==> config.mk <==
export PLATFORM = sky130hd
export DESIGN_NAME = imem_loader
export DESIGN_NICKNAME = d
export VERILOG_FILES = /design/src/rtl/imem_loader.sv
export SDC_FILE = /design/constraint.sdc
export NUM_CORES = 1
export LEC_CHECK = 0
export ABC_AREA = 1
export CAP_MARGIN = 40
export CORE_MARGIN = 4
export CORE_UTILIZATION = 55
export CTS_CLUSTER_DIAMETER = 100
export CTS_CLUSTER_SIZE = 30
export DETAILED_ROUTE_END_ITERATION = 10
export DONT_BUFFER_PORTS = 1
export PLACE_DENSITY_LB_ADDON = 0.2
export SETUP_SLACK_MARGIN = 0.1
export SLEW_MARGIN = 20
export SYNTH_ARGS = -nofsm -noshare
export SYNTH_HDL_FRONTEND = slang
export SYNTH_SLANG_ARGS = --single-unit
==> constraint.sdc <==
create_clock -name clk -period 2.9 [get_ports clk]
set_input_delay 0.58 -clock clk [delete_from_list [all_inputs] [get_ports clk]]
set_output_delay 0.58 -clock clk [all_outputs]
set_load 0.005 [all_outputs]
==> src/rtl/imem_loader.sv <==
// rtl/imem_loader.sv - byte-stream boot loader that packs big-endian words into instruction memory
// Optional trailing XOR checksum byte: define IMEM_LOADER_CHECKSUM_EN.
module imem_loader #(
    parameter int ADDR_W = 8
) (
    input  logic        clk,
    input  logic        rst,
    input  logic        start,
    input  logic        byte_valid,
    input  logic [7:0]  byte_data,
    output logic        byte_ready,
    output logic        mem_we,
    output logic [31:0] mem_adr,
    output logic [31:0] mem_wdata,
    output logic        cpu_hold,
    output logic        done,
    output logic        error
);
    localparam int DEPTH = 2 ** ADDR_W;

    typedef enum logic [2:0] {
        S_IDLE,
        S_HDR_HI,
        S_HDR_LO,
        S_DATA,
        S_WRITE,
`ifdef IMEM_LOADER_CHECKSUM_EN
        S_CHK,
`endif
        S_DONE,
        S_ERR
    } state_t;

`ifdef IMEM_LOADER_CHECKSUM_EN
    localparam state_t S_FIN = S_CHK;
`else
    localparam state_t S_FIN = S_DONE;
`endif

    state_t        state_q, state_d;
    logic [15:0]   n_q, n_d;
    logic [ADDR_W:0] cnt_q, cnt_d;
    logic [1:0]    bcnt_q, bcnt_d;
    logic [23:0]   word_q, word_d;
    logic          ready_q, ready_d;
    logic          we_q, we_d;
    logic [31:0]   adr_q, adr_d;
    logic [31:0]   wdata_q, wdata_d;
    logic          hold_q, hold_d;
    logic          done_q, done_d;
    logic          err_q, err_d;
    logic [15:0]   n_full;
    logic          fire;
`ifdef IMEM_LOADER_CHECKSUM_EN
    logic [7:0]    xor_q, xor_d;
`endif

    assign fire   = byte_valid & ready_q;
    assign n_full = {n_q[15:8], byte_data};

    always_comb begin
        state_d = state_q;
        n_d     = n_q;
        cnt_d   = cnt_q;
        bcnt_d  = bcnt_q;
        word_d  = word_q;
        adr_d   = adr_q;
        wdata_d = wdata_q;
`ifdef IMEM_LOADER_CHECKSUM_EN
        xor_d   = xor_q;
`endif
        case (state_q)
            S_IDLE, S_DONE, S_ERR: begin
                if (start) begin
                    state_d = S_HDR_HI;
                    cnt_d   = '0;
                    bcnt_d  = '0;
                    word_d  = '0;
`ifdef IMEM_LOADER_CHECKSUM_EN
                    xor_d   = '0;
`endif
                end
            end
            S_HDR_HI: begin
                if (fire) begin
                    n_d[15:8] = byte_data;
                    state_d   = S_HDR_LO;
                end
            end
            S_HDR_LO: begin
                if (fire) begin
                    n_d[7:0] = byte_data;
                    if (n_full == 16'd0)
                        state_d = S_FIN;
                    else if ({16'd0, n_full} > 32'(DEPTH))
                        state_d = S_ERR;
                    else
                        state_d = S_DATA;
                end
            end
            S_DATA: begin
                if (fire) begin
                    word_d = {word_q[15:0], byte_data};
                    bcnt_d = bcnt_q + 2'd1;
`ifdef IMEM_LOADER_CHECKSUM_EN
                    xor_d  = xor_q ^ byte_data;
`endif
                    if (bcnt_q == 2'd3) begin
                        wdata_d = {word_q, byte_data};
                        adr_d   = 32'({cnt_q[ADDR_W-1:0], 2'b00});
                        state_d = S_WRITE;
                    end
                end
            end
            S_WRITE: begin
                cnt_d = cnt_q + 1'b1;
                if (32'(cnt_q) + 32'd1 == 32'(n_q))
                    state_d = S_FIN;
                else
                    state_d = S_DATA;
            end
`ifdef IMEM_LOADER_CHECKSUM_EN
            S_CHK: begin
                if (fire)
                    state_d = (byte_data == xor_q) ? S_DONE : S_ERR;
            end
`endif
            default: state_d = S_IDLE;
        endcase

        // Outputs are registered, so they are decoded from the upcoming state.
        ready_d = (state_d == S_HDR_HI) || (state_d == S_HDR_LO) || (state_d == S_DATA)
`ifdef IMEM_LOADER_CHECKSUM_EN
                  || (state_d == S_CHK)
`endif
                  ;
        we_d    = (state_d == S_WRITE);
        done_d  = (state_d == S_DONE);
        err_d   = (state_d == S_ERR);
        hold_d  = (state_d != S_DONE);
    end

    always_ff @(posedge clk) begin
        if (!rst) begin
            state_q <= S_IDLE;
            n_q     <= '0;
            cnt_q   <= '0;
            bcnt_q  <= '0;
            word_q  <= '0;
            ready_q <= 1'b0;
            we_q    <= 1'b0;
            adr_q   <= '0;
            wdata_q <= '0;
            hold_q  <= 1'b1;
            done_q  <= 1'b0;
            err_q   <= 1'b0;
`ifdef IMEM_LOADER_CHECKSUM_EN
            xor_q   <= '0;
`endif
        end else begin
            state_q <= state_d;
            n_q     <= n_d;
            cnt_q   <= cnt_d;
            bcnt_q  <= bcnt_d;
            word_q  <= word_d;
            ready_q <= ready_d;
            we_q    <= we_d;
            adr_q   <= adr_d;
            wdata_q <= wdata_d;
            hold_q  <= hold_d;
            done_q  <= done_d;
            err_q   <= err_d;
`ifdef IMEM_LOADER_CHECKSUM_EN
            xor_q   <= xor_d;
`endif
        end
    end

    assign byte_ready = ready_q;
    assign mem_we     = we_q;
    assign mem_adr    = adr_q;
    assign mem_wdata  = wdata_q;
    assign cpu_hold   = hold_q;
    assign done       = done_q;
    assign error      = err_q;

endmodule

==> results.toml, run 1 <==
[status]
status = "complete, no violations"

[global_routing]
grt_max_degree = 53
gr-total-overflow = 0
track_usage_pct = 20.89
grt_pass1_wl_um = 14940
antenna_found_initial = 0
grt_pass1_vias = 3120

[drt]
drc = 0
routed_wl_um = 9285
via_per_inst = 5.222
drt_iter0_markers = 222
dr_total_vias = 3483
wl_per_cell_um = 13.92
dr.pass1.iters = 4
ant_nets = 0

[sta]
rsz0062_at_grt = "no"
min_period_over_period_pct = 68.50
worst_slew_pin_slew_ps = 700.4
fin_setup_tns_ps = 0
slew_headroom_pct = 53.24
final-setup-viol-count = 0
setup_ws_ps = 913.6
max_freq_mhz = 503.4
hold_viol_final = 0
fin_skew_ps = 11.01
post-route-min-period_ps = 1986
drv_slew = 0

[final_layout]
drive_above_1_share_pct = 9.683
synthToLayoutAreaGrowth_pct = 4.404
fin_nets = 577
antenna_cells = 0
design_area_um2 = 4419
fillCellCount = 693

[synth]
yosys-top-cells-area = "dfxtp_1 (47%), nand2_1 (11%), a21oi_1 (7.1%)"
seq_area_frac_synth_pct = 46.82
async_reset_ff_share_pct = 0
yosys.cell_types.count = 29
synth_xor_area_share_pct = 0.4138
synth_compound_area_share_pct = 15.37
syn_area_um2 = 4233
synth_flop_cell = "dfxtp_1"
yosys.area.top_type = "dfxtp_1"
post_synth.cell_area_avg_um2 = 7.387
yosys-mux-area-fraction_pct = 0
synthSimpleGateAreaFrac_pct = 26.04
synthCells = 573
synth_edf_count = 0
synth-seq-cells = 99
synth_top_family_by_area = "simple AND/OR/NAND/NOR gates"
ys_warn_count = 0
synth_fa_ha_area_share_pct = 0.5912
synth_top_area_share_pct = 46.82

[cts]
htreeDepth = 3
cts.hold.buffers_added = 0
post_cts_buffers = 0
clockBufferDepth = 2
root_buffer = "clkbuf_8"
clk_latency_ps = 370
post_cts_resized = 0
cts.sinks = 99
cts_made_buffers = 9
cts_tree = "built"
clk_pin_slew_worst_paths_ps = 100

[floorplanning]
rows = 31
dieArea_um2 = 9163
die_x_um = 95.73
initial_core_util_pct = 57.44
core_area_um2 = 7370
io_pins = 81
die_h_um = 95.73

[setup_path]
start_kind = "flop"
r2r_setup_slack_ps = 910
crit_required_ps = 3150
r2r-end = "cpu_hold$_SDFF_PN1_"
r2r_cells = 14
r2r_start = "cnt_q[0]$_SDFFE_PN0P_"
arrival_ps = 2230
crit_path_end_kind = "flop"
worstPathMaxFanout = 8
crit_type = "reg -> reg"

[run]
cap_violations = 0

[hold_path]
holdPathStages = 2
hold_path_class = "in -> reg"
hold_path_end = "n_q[14]$_SDFFE_PN0P_"
min_from = "rst"

[placed_design]
gp_congestion = 0.8697
dp_hpwl_um = 6491
io_buffer_count = 0
pre_cts_ws_ps = 952.4
dpl_cell_area_um2 = 4190

[pwr]
total_leakage_power_nw = 1.685
power_mw = 2.568
p_per_area_nw_per_um2 = 581.1
irDropWorstVdd_mv = 0.3205
-- cells in the mapped netlist (8+ instances only) --
| cell type | number |
|---|---|
| a211oi_1 | 8 |
| a21oi_1 | 60 |
| buf_2 | 10 |
| buf_4 | 25 |
| clkbuf_1 | 14 |
| dfxtp_1 | 99 |
| inv_1 | 35 |
| inv_2 | 8 |
| nand2_1 | 121 |
| nand2_2 | 8 |
| nand3_1 | 16 |
| nor2_1 | 77 |
| nor2_2 | 10 |
| o21ai_0 | 51 |
-- area by class of cell --
cell class | count | area, µm² | share of cell area, %
clock buffer | 9 | 123.9 | 2.803
clock inverter | 7 | 105.1 | 2.378
inverter | 43 | 161.4 | 3.652
timing repair buffer | 5 | 37.54 | 0.8494
tap | 99 | 123.9 | 2.803
multi-input combinational | 405 | 1886 | 42.67
sequential | 99 | 1982 | 44.85
-- placed cells by master (no fill, tap or decap), types with 2 or more instances in the layout --
cell type	count
nand2_1	121
dfxtp_1	99
nor2_1	77
a21oi_1	60
o21ai_0	51
inv_1	35
conb_1	24
nand3_1	16
nor2_2	10
clkbuf_8	9
inv_2	8
nand2_2	8
a211oi_1	8
nand4_1	5
nand3b_1	5
buf_4	5
nand3_2	4
nor3_1	3
inv_6	3
o21ai_1	2
nor2_4	2
ha_1	2
bufinv_16	2
-- per-layer routing --
metal	routed length (µm)	track usage (%)
met1	4130	26.80
met2	4418	34.57
met5	0	0
met4	178	8.175
met3	558	4.144
-- sequential cells by signal, summed over array words and instances, names as in the netlist, 2 cells and up --
signal,cells
mem_wdata,32
word_q,24
n_q,16
cnt_q,9
mem_adr,8
state_q,3
bcnt_q,2
-- report_power, final --
group,switching [mW],internal [mW],total [mW]
logic,0.127,0.0443,0.172
registers,0.0125,1.38,1.39
clock network,0.508,0.501,1.01
-- cells by family after synthesis --
kind of cell | after synthesis
compound gates | 124
xor+xnor | 2
fa+ha+maj | 2
buf+inv | 92
flops | 99
other cells | 1
simple gates | 253
-- per-stage QoR --
step                      std cells  utilization [%]  hold slack [ps]
final                           667            59.97            351.6
after global placement          651            56.86            445.1
after global routing            667            59.97            339.6
after floorplan                 596                -            432.9
after detailed placement        651            56.86            449.4
after CTS                       667            59.97            333.4
-- worst max-delay path, stage by stage, from the launching register on --
cell and delay [ps]:
dfxtp_1 530, ha_1 270, nand3_2 160, inv_1 110, nand2_1 50, nand2_1 70
nand2_1 70, nand2_1 70, nand2_2 60, nor2_4 120, nand3_2 70, nand2_2 70
nand2_2 80, inv_1 60, nand3_1 60
-- worst max-delay path by stage --
stage	endpoint	cells after the start	startpoint	slack, ps
CTS	cpu_hold$_SDFF_PN1_	14	cnt_q[0]$_SDFFE_PN0P_	910
floorplan	cpu_hold$_SDFF_PN1_	14	cnt_q[0]$_SDFFE_PN0P_	1190
global route	cpu_hold$_SDFF_PN1_	13	cnt_q[0]$_SDFFE_PN0P_	730
finish	cpu_hold$_SDFF_PN1_	14	cnt_q[0]$_SDFFE_PN0P_	910
global placement	state_q[2]$_SDFF_PN0_	10	byte_data[7]	1010
detailed placement	mem_adr[6]$_SDFFE_PN0P_	7	byte_valid	950
Note: power is estimated with default switching activity, not from simulation.
==> run 2, diff against run 1 <==
Clock period 2.9 ns to 1.9 ns, I/O delays scaled along.
==> run 2 against run 1 <==
Effect of this change:
- count of clock-buffer cells in the layout increased by 1
- critical endpoint is now byte_ready$_SDFF_PN0_
- largest cell class unchanged
- cell count grew 1.0%
- via count rose by 0.92%
- sequential power is 53% higher
- core utilization increased by 1.5 points
- total power rose by 46%
- clock power is 35% higher
- die area stayed put
==> results.toml, run 2 (synthesized netlist as in run 1, its figures left out) <==
[status]
status = "complete, no violations"

[drt]
ant_nets = 0
dr.pass1.iters = 4
dr_total_vias = 3515
via_per_inst = 5.215
wl_per_cell_um = 13.85
drt_iter0_markers = 151
routed_wl_um = 9335
drc = 0

[hold_path]
holdPathStages = 2
min_from = "rst"
hold_path_end = "state_q[1]$_SDFF_PN0_"
hold_path_class = "in -> reg"

[floorplanning]
dieArea_um2 = 9163
die_x_um = 95.73
die_h_um = 95.73
initial_core_util_pct = 57.44
core_area_um2 = 7370
io_pins = 81
rows = 31

[setup_path]
arrival_ps = 1990
start_kind = "flop"
r2r_setup_slack_ps = 170
r2r_cells = 14
r2r_start = "cnt_q[0]$_SDFFE_PN0P_"
crit_start = "cnt_q[0]$_SDFFE_PN0P_"
crit_type = "reg -> reg"
worstPathMaxFanout = 3
crit_required_ps = 2160
crit_path_end_kind = "flop"
r2r-end = "byte_ready$_SDFF_PN0_"

[pwr]
p_per_area_nw_per_um2 = 827.1
total_leakage_power_nw = 1.723
irDropWorstVdd_mv = 0.4828
power_mw = 3.748

[global_routing]
antenna_found_initial = 0
grt_max_degree = 53
grt_pass1_wl_um = 15170
gr-total-overflow = 0
track_usage_pct = 21.17
grt_pass1_vias = 3205

[cts]
clk_latency_ps = 360
cts_made_buffers = 9
clockBufferDepth = 2
root_buffer = "clkbuf_8"
post_cts_buffers = 0
post_cts_resized = 0
cts.sinks = 99
cts_tree = "built"
clk_pin_slew_worst_paths_ps = 90
cts.hold.buffers_added = 0
htreeDepth = 3

[sta]
setup_ws_ps = 172.7
post-route-min-period_ps = 1727
min_period_over_period_pct = 90.91
fin_setup_tns_ps = 0
fin_skew_ps = 9.996
fin_hold_ws_ps = 137.3
final-setup-viol-count = 0
max_freq_mhz = 578.9
hold_viol_final = 0
drv_slew = 0
rsz0062_at_grt = "yes"

[final_layout]
fin_nets = 584
final_common_cell = "nand2_1"
layout.cells.non_filler = 674
drive_above_1_share_pct = 13.04
design_area_um2 = 4532
fillCellCount = 674
seq_area_um2 = 1988
antenna_cells = 0
largest_reg_flops = 32
final_cell_mix = "nand2_1 (120), dfxtp_1 (94), nor2_1 (75), a21oi_1 (60), o21ai_0 (51)"
synthToLayoutAreaGrowth_pct = 7.065
multiInputGateArea_um2 = 1938
final_core_util_pct = 61.49

[placed_design]
placedCellCount = 658
io_buffer_count = 0
pre_cts_ws_ps = 130.7
dp_hpwl_um = 6683
dpl_cell_area_um2 = 4268
gp_congestion = 0.8979

[run]
cap_violations = 0
-- run 2: cell count changes in the layout (fill, tap and decap cells not counted), sizes merged --
cell	previous run	this run
buf	5	12
bufinv	2	1
clkbuf	9	10
clkinv	0	3
clkinvlp	1	0
inv	47	45
-- run 2: cell type report --
type / count / share of cell area [%]
repair buffers: 12 / 2.540
clock inverters: 6 / 1.601
multi-input cells: 405 / 42.77
well taps: 99 / 2.733
flip-flops and latches: 99 / 43.87
clock buffers: 10 / 2.816
inverters: 43 / 3.672
-- run 2: per-layer routing --
metal / GRT usage, % / share of wire (%)
met4: 7.938 / 2.3
met1: 26.59 / 44
met3: 4.691 / 5.2
met5: 0 / 0
met2: 35.50 / 48
-- run 2: where the power goes --
group / switching [mW] / internal [mW] / total [mW]
Combinational: 0.195 / 0.0764 / 0.272
Clock: 0.733 / 0.626 / 1.36
Sequential: 0.0199 / 2.10 / 2.12
Total: 0.948 / 2.80 / 3.75
-- run 2: worst max-delay path, stage by stage, from the launching register on --
cell and delay [ps]:
dfxtp_2 350, ha_4 270, inv_2 40, nand2_2 40, nand2_1 40, nor2_1 80
nand2_1 70, nor2_2 130, nand3_2 110, nor2_4 130, nand3_2 70, nand2_2 90
nand2_4 70, nor2_2 90, nor2_1 40
-- run 2: how the worst max path moves through the flow --
stage | end | slack [ps] | cells after the start
6_report | byte_ready$_SDFF_PN0_ | 170 | 14
5_1_grt | cpu_hold$_SDFF_PN1_ | 50 | 14
4_1_cts | cpu_hold$_SDFF_PN1_ | 120 | 14
3_5_place_dp | cpu_hold$_SDFF_PN1_ | 130 | 14
3_3_place_gp | cpu_hold$_SDFF_PN1_ | 200 | 14
2_1_floorplan | cpu_hold$_SDFF_PN1_ | 190 | 14
==> edit, RTL diff (settings of run 1) <==
Re-encode `state_t` (7 states) as one-hot, 7 bits wide.
--- a/src/rtl/imem_loader.sv
+++ b/src/rtl/imem_loader.sv
@@ -18,17 +18,17 @@
 );
     localparam int DEPTH = 2 ** ADDR_W;
 
-    typedef enum logic [2:0] {
-        S_IDLE,
-        S_HDR_HI,
-        S_HDR_LO,
-        S_DATA,
-        S_WRITE,
+    typedef enum logic [6:0] {
+        S_IDLE   = 7'b0000001,
+        S_HDR_HI = 7'b0000010,
+        S_HDR_LO = 7'b0000100,
+        S_DATA   = 7'b0001000,
+        S_WRITE  = 7'b0010000,
 `ifdef IMEM_LOADER_CHECKSUM_EN
         S_CHK,
 `endif
-        S_DONE,
-        S_ERR
+        S_DONE   = 7'b0100000,
+        S_ERR    = 7'b1000000
     } state_t;
 
 `ifdef IMEM_LOADER_CHECKSUM_EN
Check against the original RTL: no difference found for any inputs over 10 cycles, from zero or initial values and one cycle with rst low; not proved beyond that.
==> edit against run 1 <==
  * Cell area increased by 6.9%
  * Total power shrank 6.1%
  * Sequential cell count up 4
  * Worst setup slack worse by 0.047 ns
  * Via count rose by 9.2%
  * Count of clock-buffer cells in the layout stayed put
  * Clock power is 18% lower
  * Maximum frequency decreased by 2.3%
  * First-iteration DRC count down 14%
  * Synthesized area grew 10%
  * Routed wire length rose by 8.6%
  * Critical endpoint is now word_q[22]$_SDFFE_PN0P_
==> edit: results (changes against run 1) <==
INFO  grt            first_global_vias=3,411 [+9.3%]
INFO  setup_path     critPathSlowestCell=sky130_fd_sc_hd__nand3_4
INFO  drt            drt_wl_total=10,100um [+8.6%]
INFO  grt            grt_first_pass_wirelength=16,300um [+9.4%]
INFO  setup_path     cp-end-kind=register
INFO  setup_path     worstReg2RegEnd=word_q[22]$_SDFFE_PN0P_
INFO  logic_synthesis post_synth_xor_area_fraction=0.859% [+0.44 points]
INFO  timing         max_freq=492MHz [-2.3%]
INFO  grt            gr-usage-all-layers=20.2% [-0.70 points]
INFO  placement      hpwlAfterDp=7020um [+8.1%]
INFO  grt            number_of_antenna_violations_at_the_first_check_in_global_routing=0 [unchanged]
INFO  final_layout   largest_register_ff_count=32 [unchanged]
INFO  logic_synthesis synth.area.top_cells=sky130_fd_sc_hd__dfxtp_1 44%, sky130_fd_sc_hd__a21oi_1 10%, sky130_fd_sc_hd__nand2_1 8.3%
INFO  timing         finClkSkew=0.0127ns [+0.00164 ns]
INFO  pwr            power.leakage=1.78nW [+5.4%]
INFO  setup_path     worstRegToRegCells=7 [-7]
INFO  setup_path     critical_path.max_fanout=52 [+44]
INFO  final_layout   drive_gt1_share=5.79% [-3.9 points]
INFO  status         status=complete, no violations
INFO  logic_synthesis synth_common_cells=103 x sky130_fd_sc_hd__dfxtp_1, 103 x sky130_fd_sc_hd__nand2_1, 97 x sky130_fd_sc_hd__a21oi_1
INFO  logic_synthesis portion_of_the_post_synthesis_area_used_by_sequential_elements=44.2% [-2.6 points]
INFO  drt            route.detailed.wl_per_inst=14.2um [+2.1%]
INFO  setup_path     ff2ff_setup_slack=0.87ns [-0.05 ns]
INFO  worst_hold_path hold_end=cpu_hold$_SDFF_PN1_
INFO  placement      placed_cells_incl_taps=694 [+6.6%]
INFO  worst_hold_path timing.hold.worst_path_depth=1 [-1]
INFO  drt            via_per_inst=5.37 [+2.7%]
INFO  logic_synthesis synth_cells=620 [+8.2%]
INFO  clock_network  cts_post_setup_buffers_inserted=0 [unchanged]
INFO  setup_path     worst_path_largest_cell_delay=0.38ns [-0.15 ns]
INFO  grt            grt_max_degree=57 [+7.5%]
INFO  placement      placement.cell_area=4540squm [+8.5%]
INFO  timing         worst_slew_pin_slew=0.510ns [-0.190 ns]
INFO  clock_network  path_clk_slew=0.09ns
INFO  final_layout   filler_cell_count=805 [+16%]
INFO  drt            drt_iter0_drc=191 [-14%]
INFO  logic_synthesis muxShareOfSynthArea=0% [unchanged]
INFO  pwr            worst_ir_drop_vdd=0.000216V [-33%]
INFO  final_layout   fin_nets=614 [+6.4%]
INFO  setup_path     setup.worst_path.start=state_q[4]$_SDFF_PN0_
INFO  logic_synthesis yosysWarnings=0 [unchanged]
INFO  placement      finalWeightedCongestion=0.910 [+4.6%]
INFO  logic_synthesis compound_cell_area_share_of_the_yosys_netlist=16.7% [+1.4 points]
INFO  die            floorplan.initialDensity=56.8% [-0.68 points]
INFO  logic_synthesis synth_fa_ha_area_share=0.537% [-0.055 points]
INFO  timing         whs=0.300ns [-0.0516 ns]
INFO  logic_synthesis synth.lib_cells_used.distinct=38 [+31%]
==> edit: layout make-up <==
| class | instances | area, sq um | share of cell area [%] |
|---|---|---|---|
| Tap cell | 105 | 131 | 2.78 |
| Inverter | 79 | 297 | 6.27 |
| Clock buffer | 9 | 124 | 2.62 |
| Sequential cell | 103 | 2060 | 43.6 |
| Multi-Input combinational cell | 403 | 2020 | 42.8 |
| Clock inverter | 6 | 57.6 | 1.22 |
| Timing Repair Buffer | 4 | 30.0 | 0.635 |
==> edit: layer usage <==
layer  GRT usage [%]  up-vias  part of all wire (%)
li1                -     1931                     -
met1            28.1     1742                    44
met2            31.1      125                    47
met3            5.63        6                   8.8
met4            5.18        0                  0.58
met5               0        -                     0
==> edit: power by group <==
group,leakage [nW],switching [W],internal (W)
logic,0.862,0.000104,0.0000551
clock network,0.0847,0.000506,0.000321
registers,0.830,0.00000553,0.00142
